[config.mk]
export PLATFORM = sky130hd
export DESIGN_NAME = seq_detect_prog
export DESIGN_NICKNAME = d
export VERILOG_FILES = /design/src/rtl/seq_detect_pkg.sv /design/src/rtl/seq_detect_prog_next.sv /design/src/rtl/seq_detect_prog.sv
export SDC_FILE = /design/constraint.sdc
export NUM_CORES = 1
export LEC_CHECK = 0
export CAP_MARGIN = 0
export CORE_ASPECT_RATIO = 0.75
export CORE_MARGIN = 5
export CORE_UTILIZATION = 45
export CTS_CLUSTER_SIZE = 10
export DETAILED_ROUTE_END_ITERATION = 8
export GPL_TIMING_DRIVEN = 1
export PLACE_DENSITY = 0.67
export SETUP_SLACK_MARGIN = 0.02
export SYNTH_ARGS = -nofsm -noshare
export SYNTH_HDL_FRONTEND = slang
export SYNTH_SLANG_ARGS = --single-unit
[constraint.sdc]
create_clock -name clk -period 4.6 [get_ports clk]
set_input_delay 1.38 -clock clk [delete_from_list [all_inputs] [get_ports clk]]
set_output_delay 1.38 -clock clk [all_outputs]
set_load 0.01 [all_outputs]
[src/rtl/seq_detect_pkg.sv]
// Shared definitions for the programmable serial sequence detector.
//   DEF_*        : default parameter values (pattern 101, length 3, overlap on)
//   LEN_W        : width of a length field for the default MAX_LEN
//   prefix_match : 1 when the k most recent bits equal pattern[0..k-1]
package seq_detect_pkg;

   localparam int          DEF_MAX_LEN = 8;
   localparam int          DEF_CNT_W   = 16;
   localparam int          LEN_W       = $clog2(DEF_MAX_LEN) + 1;
   localparam logic [31:0] DEF_PATTERN = 32'b101;
   localparam int          DEF_LEN     = 3;
   localparam bit          DEF_OVERLAP = 1'b1;

   // Fixed working width for the helper; callers zero-extend to it.
   localparam int PM_W  = 32;
   localparam int PM_IW = 5;

   // hist bit 0 is the most recent bit. The oldest of the k bits (hist[k-1])
   // must equal pattern[0], so hist[j] is compared with pattern[k-1-j].
   function automatic logic prefix_match(input logic [PM_W-1:0] hist,
                                         input logic [PM_W-1:0] pattern,
                                         input int              k);
      logic ok;
      ok = 1'b1;
      for (int j = 0; j < PM_W; j++) begin
         if (j < k) begin
            if (hist[PM_IW'(j)] != pattern[PM_IW'(k - 1 - j)]) ok = 1'b0;
         end
      end
      return ok;
   endfunction

endpackage

[src/rtl/seq_detect_prog_next.sv]
// Combinational next-state search for the sequence detector.
//   eff_i     : effective start state (matched-prefix length)
//   hist_i    : accepted-bit history before x_i, bit 0 most recent
//   x_i       : bit being accepted this cycle
//   pattern_i : pattern, bit i is the i-th bit received
//   len_i     : active pattern length L
//   nxt_o     : largest k <= min(eff+1, L) whose prefix matches, else 0
module seq_next_state
   import seq_detect_pkg::*;
#(
   parameter int MAX_LEN = 8,
   parameter int LW      = $clog2(MAX_LEN) + 1
) (
   input  logic [LW-1:0]      eff_i,
   input  logic [MAX_LEN-1:0] hist_i,
   input  logic               x_i,
   input  logic [MAX_LEN-1:0] pattern_i,
   input  logic [LW-1:0]      len_i,
   output logic [LW-1:0]      nxt_o
);

   logic [PM_W-1:0] h_ext;
   logic [PM_W-1:0] p_ext;

   // Ascending loop: the last k that qualifies is the largest one.
   // k never exceeds eff+1, so history bits from before the last
   // clear are never consulted.
   always_comb begin
      h_ext                = '0;
      h_ext[MAX_LEN-1:0]   = {hist_i[MAX_LEN-2:0], x_i};
      p_ext                = '0;
      p_ext[MAX_LEN-1:0]   = pattern_i;
      nxt_o                = '0;
      for (int k = 1; k <= MAX_LEN; k++) begin
         if ((k <= int'(eff_i) + 1) && (k <= int'(len_i)) &&
             prefix_match(h_ext, p_ext, k))
            nxt_o = LW'(k);
      end
   end

endmodule

[src/rtl/seq_detect_prog.sv]
// Runtime-programmable Moore serial sequence detector.
//   clk, reset   : clock, synchronous active-high reset
//   x, x_valid   : serial bit and its qualifier
//   cfg_load     : capture cfg_pattern / cfg_len / cfg_overlap, clear search
//   match        : high while state == L (L != 0)
//   match_pulse  : one cycle on each transition into state L
//   match_count  : saturating count of those transitions
module seq_detect_prog
   import seq_detect_pkg::*;
#(
   parameter int                 MAX_LEN     = DEF_MAX_LEN,
   parameter int                 CNT_W       = DEF_CNT_W,
   parameter logic [MAX_LEN-1:0] RST_PATTERN = MAX_LEN'(DEF_PATTERN),
   parameter int                 RST_LEN     = DEF_LEN,
   parameter bit                 RST_OVERLAP = DEF_OVERLAP,
   localparam int                LW          = $clog2(MAX_LEN) + 1
) (
   input  logic               clk,
   input  logic               reset,
   input  logic               x,
   input  logic               x_valid,
   input  logic               cfg_load,
   input  logic [MAX_LEN-1:0] cfg_pattern,
   input  logic [LW-1:0]      cfg_len,
   input  logic               cfg_overlap,
   output logic               match,
   output logic               match_pulse,
   output logic [CNT_W-1:0]   match_count
);

   localparam logic [LW-1:0] LEN_MAX = LW'(MAX_LEN);
   localparam logic [LW-1:0] LEN_RST = LW'((RST_LEN > MAX_LEN) ? MAX_LEN : RST_LEN);

   logic [MAX_LEN-1:0] pat_q,   pat_d;
   logic [LW-1:0]      len_q,   len_d;
   logic               ovl_q,   ovl_d;
   logic [LW-1:0]      cst_q,   cst_d;
   logic [MAX_LEN-1:0] hist_q,  hist_d;
   logic               pulse_q, pulse_d;
   logic [CNT_W-1:0]   cnt_q,   cnt_d;

   logic               at_l;
   logic [LW-1:0]      eff;
   logic [LW-1:0]      nxt;

   assign at_l = (cst_q == len_q) && (len_q != '0);
   // Non-overlap: once matched, the next bit starts a fresh search.
   assign eff  = ((cst_q == len_q) && !ovl_q) ? '0 : cst_q;

   seq_next_state #(
      .MAX_LEN (MAX_LEN),
      .LW      (LW)
   ) u_next (
      .eff_i     (eff),
      .hist_i    (hist_q),
      .x_i       (x),
      .pattern_i (pat_q),
      .len_i     (len_q),
      .nxt_o     (nxt)
   );

   always_comb begin
      pat_d   = pat_q;
      len_d   = len_q;
      ovl_d   = ovl_q;
      cst_d   = cst_q;
      hist_d  = hist_q;
      cnt_d   = cnt_q;
      pulse_d = 1'b0;
      if (cfg_load) begin
         // A bit presented with the load strobe is dropped.
         pat_d  = cfg_pattern;
         len_d  = (cfg_len > LEN_MAX) ? LEN_MAX : cfg_len;
         ovl_d  = cfg_overlap;
         cst_d  = '0;
         hist_d = '0;
      end else if (x_valid) begin
         hist_d = {hist_q[MAX_LEN-2:0], x};
         cst_d  = nxt;
         if ((nxt == len_q) && (len_q != '0)) begin
            pulse_d = 1'b1;
            if (cnt_q != '1) cnt_d = cnt_q + CNT_W'(1);
         end
      end
   end

   always_ff @(posedge clk) begin
      if (reset) begin
         pat_q   <= RST_PATTERN;
         len_q   <= LEN_RST;
         ovl_q   <= RST_OVERLAP;
         cst_q   <= '0;
         hist_q  <= '0;
         pulse_q <= 1'b0;
         cnt_q   <= '0;
      end else begin
         pat_q   <= pat_d;
         len_q   <= len_d;
         ovl_q   <= ovl_d;
         cst_q   <= cst_d;
         hist_q  <= hist_d;
         pulse_q <= pulse_d;
         cnt_q   <= cnt_d;
      end
   end

   assign match       = at_l;
   assign match_pulse = pulse_q;
   assign match_count = cnt_q;

endmodule

# Word level (Yosys, flattened, before mapping)
# Index checks and enable logic that the tools add are counted.
dict set report totals {
  regBits 41
  latchBits 0
  mem_bits_rw 0
  mem_bits_ro 0
  output_inout_bits 18
  n_memories 0
}
dict set report classes {
  add_sub_neg 2
  mul 0
  div 0
  n_lt_le_gt_ge 17
  eq_ne 39
  shift 0
  mux 47
  n_bitwise 2
  n_reduce_logical 24
}
# cell n
set ops {}
lappend ops {{<= comparator 4 x 32 -> 1 bit (first input constant)} 4}
lappend ops {{<= comparator 3 x 32 -> 1 bit (first input constant)} 2}
lappend ops {{two-way mux 1 bit} 38}
lappend ops {{!= test 1 bit} 36}
lappend ops {{<= comparator 5 x 32 -> 1 bit (first input constant)} 1}
lappend ops {{logical AND 1 bit} 19}
lappend ops {{adder 16 x 1 -> 16 bit (second input constant)} 1}
lappend ops {{<= comparator 3 x 4 -> 1 bit (first input constant)} 4}
lappend ops {{!= test 16 bit (second input constant)} 1}
lappend ops {{two-way mux 3 bit} 4}
lappend ops {{two-way mux 4 bit} 3}
lappend ops {{equality test 4 bit} 2}
lappend ops {{<= comparator 2 x 4 -> 1 bit (first input constant)} 2}
lappend ops {{adder 4 x 1 -> 5 bit (second input constant)} 1}
lappend ops {{<= comparator 1 x 5 -> 1 bit (first input constant)} 1}
lappend ops {{greater-than comparator 4 bit (second input constant)} 1}
lappend ops {{<= comparator 1 x 4 -> 1 bit (first input constant)} 1}
lappend ops {{<= comparator 4 bit (first input constant)} 1}
lappend ops {{two-way mux 2 bit} 2}
lappend ops {{AND reduction 4 bit} 1}
lappend ops {{nonzero test 4 bit} 1}
lappend ops {{OR reduction 3 bit} 1}
lappend ops {{inverter 1 bit} 2}
lappend ops {{OR reduction 2 bit} 1}
lappend ops {{logical NOT 1 bit} 1}

# Logic depth before layout (Yosys ltp)
# Gate-level depths: netlist of run 1.
dict set report logic_depth {
  depth_word 18
  depth_mapped 19
}

# Modules after synthesis
# Synthesis of run 1 repeated with hierarchy kept, for this count alone.
dict set report unflattened {
  hier_cells 328
  area_unflattened_um2 2747.6
}
# module instances cells_per_inst area_per_inst_um2 seq_area_each_um2
set by_module_without_submodules {}
lappend by_module_without_submodules {seq_detect_prog 1 212 1886.8 840.8}
lappend by_module_without_submodules {seq_next_state 1 116 860.8 0.0}

# Worst setup path after synthesis of run 1
# No wires, ideal clock.
dict set report synth_path {
  path_kind {in2reg}
  start {in x}
  end {reg cnt_q[14] (netlist: match_count[14])}
  setup_time_ns 0.132
  arrival_time_ns 3.865
  t_required_ns 4.468
  setup_slack_ns 0.602
  path_stages 13
  cell_sequence {buf_2 xor2_1 a2111oi_0 and3_1 a21o_1 o211ai_1 and3_1 or3_1 buf_2 buf_6 buf_2 o31ai_1 a21oi_1}
}
dict set report synth_between {
  elab_chain_len 14
}
# item line_no
set synth_lines {}
lappend synth_lines {{from (decl)} seq_detect_prog.sv:20} ;# input logic x,
lappend synth_lines {{!= test 1 bit} seq_detect_pkg.sv:27} ;# if (hist[PM_IW'(j)] != pattern[PM_IW'(k - 1 - j)]) ok = 1'b0;
lappend synth_lines {{two-way mux 1 bit} seq_detect_pkg.sv:27}
lappend synth_lines {{logical AND 1 bit / two-way mux 1 bit (equally long branches)} {seq_detect_prog_next.sv:35, seq_detect_pkg.sv:27}}
lappend synth_lines {{two-way mux 1 bit (tied with other cells)} seq_detect_prog_next.sv:35} ;# if ((k <= int'(eff_i) + 1) && (k <= int'(len_i)) &&
lappend synth_lines {{two-way mux 2 bit (tied with other cells) (2 in series)} seq_detect_prog_next.sv:35}
lappend synth_lines {{two-way mux 3 bit (tied with other cells) (3 in series)} seq_detect_prog_next.sv:35}
lappend synth_lines {{two-way mux 3 bit / logical AND 1 bit (equally long branches)} seq_detect_prog_next.sv:35}
lappend synth_lines {{two-way mux 4 bit (*)} seq_detect_prog_next.sv:35}
lappend synth_lines {{equality test 4 bit (*)} seq_detect_prog.sv:80} ;# if ((nxt == len_q) && (len_q != '0)) begin
lappend synth_lines {{logical AND 1 bit (*)} seq_detect_prog.sv:80}
lappend synth_lines {{AND reduction 4 bit (no source line) (*)} --}
lappend synth_lines {{to (signal assigned)} seq_detect_prog.sv:103} ;# cnt_q <= cnt_d;
lappend synth_lines {{to (decl)} seq_detect_prog.sv:40} ;# logic [CNT_W-1:0] cnt_q, cnt_d;
# Every way passes the cells marked *; elsewhere a longest branch is shown, timed or not.
# A chain may end at the register's enable or synchronous reset.

# Worst setup path after layout of run 1
# Ends and elaborated chain as after synthesis.

==> results of run 1 <==
[path summary, 6_finish.rpt]
kind	start	end	slack, ns	cells after the start
worst max-delay path	x	match_count[14]	0.37	11
worst min-delay path	match_count[8]	match_count[8]	0.50	2
worst max register to register	cst_q[3]	match_count[14]	0.41	16
worst min register to register	match_count[8]	match_count[8]	0.50	2
[tightest hold or removal path: cells and delay by family (launching register included)]
| family | cells | cell delay [ns] |
|---|---|---|
| flops | 1 | 0.34 |
| compound gates | 2 | 0.13 |
[layout make-up]
class	count	area, µm²	area share
flip-flops and latches	41	821	0.243
inverters	8	30.0	0.00890
repair buffers	46	433	0.128
clock buffers	5	68.8	0.0204
multi-input cells	271	1870	0.555
well taps	81	101	0.0300
clock inverters	3	46.3	0.0137
[registers in the layout (all words and copies together) (netlist names)]
name         cells
match_pulse      1
hist_q           7
pat_q            8
match_count     16
cst_q            4
ovl_q            1
len_q            4
[logic make-up after synthesis]
kind of cell / after synthesis
AOI/OAI and AO/OA: 70
and+or+nand+nor: 130
buffers and inverters: 37
xor gates and xnor gates: 44
muxes: 20
DFF: 41
adders and majority gates: 7
[power by group]
group	switching, mW	total, mW	internal (mW)
clock network	0.137	0.300	0.163
logic	0.0585	0.117	0.0585
registers	0.0186	0.382	0.363
total	0.215	0.799	0.584
[per-stage QoR]
stage                util  setup slack, ns  hold slack, ns  instances  total power, mW
finish              0.542            0.370           0.502        455            0.799
global route        0.542           0.0927           0.541        455            0.832
CTS                 0.541            0.379           0.503        455            0.805
detailed placement  0.522           0.0834           0.490        447            0.505
global placement    0.522            0.176           0.476        447            0.504
floorplan               -            0.602           0.482        349            0.468
[Yosys cell counts, types with 2 or more instances]
cell type and n:
a31oi_1 3, o31ai_1 6, o21ai_0 8, or2_2 4, nor2_1 32, xnor2_1 25
or3_1 9, o211ai_1 3, nand3_1 12, clkbuf_1 14, ha_1 7, xor2_2 3
mux2i_1 19, or4_1 5, xor2_1 16, a21oi_1 23, dfxtp_1 41, nor4_1 5
buf_1 3, nor3_1 13, and3_1 4, o41ai_1 2, inv_1 8, buf_2 10
nand2_1 23, nand4_1 8, buf_6 2, nand3b_1 4, nor2b_1 4, a211o_1 3
o21a_1 2, nand2b_1 4
[repair_timing]
item | CTS | global route
setup endpoints to repair | 0 | 7
resized for setup | 0 | 1
buffers inserted | 0 | 0
[routing by layer]
| layer | track usage | part of all wire | vias up |
|---|---|---|---|
| met5 | 0 | 0 | - |
| met2 | 0.276 | 0.43 | 76 |
| li1 | - | - | 1286 |
| met3 | 0.0334 | 0.058 | 10 |
| met4 | 0.0472 | 0.011 | 0 |
| met1 | 0.266 | 0.50 | 1169 |
==> results.cfg, run 1 <==
[synthesis]
seq_area_frac_synth = 0.288
synth.top_cell.area_share = 0.288
synth.ff_latch_count = 41
synth_area_um2 = 2850
ys_warn_count = 0
syn-num-nets = 374
synth_compound_area_frac = 0.176
avgSynthCellArea_um2 = 8.18
muxShareOfSynthArea = 0.0719
yosys.area.top_type = dfxtp_1
synth_area_leaders = dfxtp_1, xnor2_1, mux2i_1
synth_top_family_by_area = simple AND/OR/NAND/NOR gates
synth_cell_type_count = 56
yosys.area_share.adder = 0.0307
synthCells = 349
synthSimpleGateAreaFrac = 0.233
synth_edf_count = 0
async_reset_ff_frac = 0
synth_flop_cell = dfxtp_1
synth_xor_area_frac = 0.143

[drt]
num_vias = 2541
route.detailed.drc = 0
firstDrtPassIters = 4
viasPerCell = 5.58
wirelength_um = 7000
drtAntennaViolNets = 0
wl_per_cell_um = 15.4
drtIter0Drc = 95

[pwr]
power.leakage_nw = 1.24
irDropWorstVdd_mv = 0.126
p_per_area_nw_per_um2 = 237

[setup_path]
startpoint_type = primary input
endpoint_kind = flop
crit_required_ns = 4.83
crit_top_cell = or3_1
cpPeakStageDelay_ns = 0.58
crit_slowest_cell = clkdlybuf4s50_1
criticalPathCategory = in2reg
timing.critical_path.buf_inv = 2
crit_fanout = 26
cp_cell_sequence = clkdlybuf4s50_1 -> xnor2_1 -> nand3_1 -> or3_1 -> o21ai_0 -> a22oi_1 -> and3_1 -> or3_1 -> buf_4 -> or4_1 -> a21oi_1
critical-path-top-delay-family = simple AND/OR/NAND/NOR gates
worstPathArrival_ns = 4.46

[final_layout]
final_area_um2 = 3370
area_growth_pct = 18.2
final_common_cell = dfxtp_1
diodes = 0
fillers = 585
nets = 398
drive_above_1_share = 0.0963
layout_common_cells = dfxtp_1, clkdlybuf4s50_1, nor2_1

[timing]
worstMarginPinSlew_ns = 0.629
fmax_mhz = 236
drv_slew = 0
hold_viol = 0
finClkSkew_ns = 0.00744
fin_tns_setup_ns = 0
fin_crit_sh = 0.920
rsz0062_at_grt = false
relSlewSlack = 0.575
setup_viol = 0
period_needed_ns = 4.23

[placed_design]
placedInstanceArea_um2 = 3250
place.gp.congestion = 0.928
post-dp-hpwl_um = 5150
port_buffers = 35

[die]
start_util = 0.458
die_h_um = 79.0
coreArea_um2 = 6220
rows = 25
ios = 36
dieArea_um2 = 8050
die_x_um = 102

[global_route]
grtUsageTotal = 0.182
grt_max_degree = 31
grt_pass1_vias = 2374
antenna_found_initial = 0
grt_pass1_wl_um = 11800
overflow = 0

[cts]
insertion_delay_ns = 0.30
holdBufCountCts = 0
clk_pin_slew_worst_paths_ns = 0.09
clockRootBuffer = clkbuf_8
cts.path.max_buffers = 2
cts_tree = yes
cts_buffers = 5
cts.htree.levels = 2
cts_sinks = 41

[status]
status = completed

[hold_path]
hold_class = reg2reg

[job]
drv_cap = 0
Note: power is estimated with default switching activity, not from simulation.
==> run 2: changes to the inputs <==
--- a/config.mk
+++ b/config.mk
@@ -12,7 +12,7 @@
 export CTS_CLUSTER_SIZE = 10
 export DETAILED_ROUTE_END_ITERATION = 8
 export GPL_TIMING_DRIVEN = 1
-export PLACE_DENSITY = 0.67
+export PLACE_DENSITY = 0.78
 export SETUP_SLACK_MARGIN = 0.02
 export SYNTH_ARGS = -nofsm -noshare
 export SYNTH_HDL_FRONTEND = slang
==> results.cfg, run 2 (synthesized netlist as in run 1, its figures left out) <==
[status]
status = completed

[final_layout]
drive_above_1_share = 0.0912
area_growth_pct = 18.3
final_area_um2 = 3380
final_util = 0.543
final_cells = 454
layout_common_cells = dfxtp_1, clkdlybuf4s50_1, nor2_1
nets = 397
final_common_cell = dfxtp_1
diodes = 0
largest_register_ffs = 16

[die]
die_x_um = 102
start_util = 0.458
ios = 36
coreArea_um2 = 6220
dieArea_um2 = 8050
rows = 25
die_h_um = 79.0

[timing]
relSlewSlack = 0.521
finClkSkew_ns = 0.00743
fin_crit_sh = 0.939
fin_ws_ns = 0.279
drv_slew = 0
worstMarginPinSlew_ns = 0.709
fin_tns_setup_ns = 0
hold_viol = 0
period_needed_ns = 4.32
rsz0062_at_grt = false
setup_viol = 0
hold_ws_ns = 0.507
fmax_mhz = 231

[cts]
clockRootBuffer = clkbuf_8
cts_sinks = 41
cts_buffers = 5
clk_pin_slew_worst_paths_ns = 0.08
holdBufCountCts = 0
insertion_delay_ns = 0.30
cts.htree.levels = 2
post-cts-setup-buffers = 0
post_cts_resized = 0
cts.path.max_buffers = 2
cts_tree = yes

[setup_path]
reg2reg_from = len_q[0]
reg2reg_depth = 16
crit_required_ns = 4.82
cp_cell_sequence = clkdlybuf4s50_1 -> buf_4 -> xor2_1 -> nor4_1 -> nand3_1 -> o21ai_0 -> a22oi_1 -> and3_1 -> or3_1 -> buf_12 -> or4_1 -> a21oi_1
timing.rr.end = match_count[8]
crit_path_start = x
timing.critical_path.buf_inv = 3
r2r_slack_ns = 0.33
critical-path-top-delay-family = simple AND/OR/NAND/NOR gates
startpoint_type = primary input
crit_slowest_cell = clkdlybuf4s50_1
crit_fanout = 26
cpPeakStageDelay_ns = 0.50
criticalPathCategory = in2reg
worstPathArrival_ns = 4.54
endpoint_kind = flop

[drt]
viasPerCell = 5.62
num_vias = 2553
firstDrtPassIters = 4
wl_per_cell_um = 15.0
drtIter0Drc = 107
wirelength_um = 6800
drtAntennaViolNets = 0
route.detailed.drc = 0

[pwr]
power.leakage_nw = 1.24
irDropWorstVdd_mv = 0.152
p_per_area_nw_per_um2 = 237
design_power_total_uw = 802

[placed_design]
pre_cts_ws_ns = 0.0296
post-dp-hpwl_um = 5150
dpl.cell_count = 446
port_buffers = 35
placedInstanceArea_um2 = 3260
place.gp.congestion = 0.852

[job]
drv_cap = 0

[global_route]
grt_pass1_wl_um = 11800
antenna_found_initial = 0
grt_pass1_vias = 2472
grt_max_degree = 31
overflow = 0
grtUsageTotal = 0.179

[hold_path]
hp-start = match_count[10]
holdPathStages = 2
hold_path_end = match_count[10]
hold_class = reg2reg
==> run 2: cell types whose count changed in the layout (fill, tap and decap cells not counted) <==
cell      delta
nor4_2       -1
clkbuf_8     +1
buf_12       +1
nor4_1       +1
buf_4        -2
clkinv_4     -1
==> run 2: area by class of cell <==
type | count | area [µm²]
fill | 563 | 2850
multi-input combinational | 271 | 1870
sequential | 41 | 821
timing repair buffer | 45 | 438
tap | 81 | 101
clock buffer | 6 | 82.6
clock inverter | 2 | 37.5
inverter | 8 | 30.0
==> run 2: how the worst max path moves through the flow <==
stage	endpoint	slack [ns]	depth (start not counted)
3_5_place_dp	match_count[8]	0.03	12
3_3_place_gp	match_count[14]	0.11	12
4_1_cts	match_count[8]	0.31	12
5_1_grt	match_count[10]	0.09	16
2_1_floorplan	match_count[14]	0.60	13
6_report	match_count[8]	0.28	12
==> run 2: tightest hold or removal path, cell delays in order (launching register included) <==
cell	delay [ns]
dfxtp_1	0.34
o31ai_1	0.07
a21oi_1	0.05
==> run 2: metal layers <==
metal	track usage	share of wire	wire length, µm
met1	0.243	0.47	3220
met2	0.292	0.45	3090
met3	0.0404	0.063	431
met4	0.0341	0.0091	62
met5	0	0	0
==> run 2: power by group <==
group          switching [mW]  internal [mW]  total (mW)  leakage [nW]
Sequential             0.0196          0.363       0.383         0.333
Combinational          0.0571         0.0584       0.115         0.850
Clock                   0.127          0.176       0.304        0.0574
Total                   0.204          0.598       0.802          1.24
==> run 3: changes to the inputs <==
--- a/config.mk
+++ b/config.mk
@@ -5,10 +5,12 @@
 export SDC_FILE = /design/constraint.sdc
 export NUM_CORES = 1
 export LEC_CHECK = 0
+export ABC_AREA = 0
 export CAP_MARGIN = 0
 export CORE_ASPECT_RATIO = 0.75
 export CORE_MARGIN = 5
 export CORE_UTILIZATION = 45
+export CTS_CLUSTER_DIAMETER = 40
 export CTS_CLUSTER_SIZE = 10
 export DETAILED_ROUTE_END_ITERATION = 8
 export GPL_TIMING_DRIVEN = 1
==> results of run 3 <==
No change in the layout: final DEF, timing and power equal those of run 2.
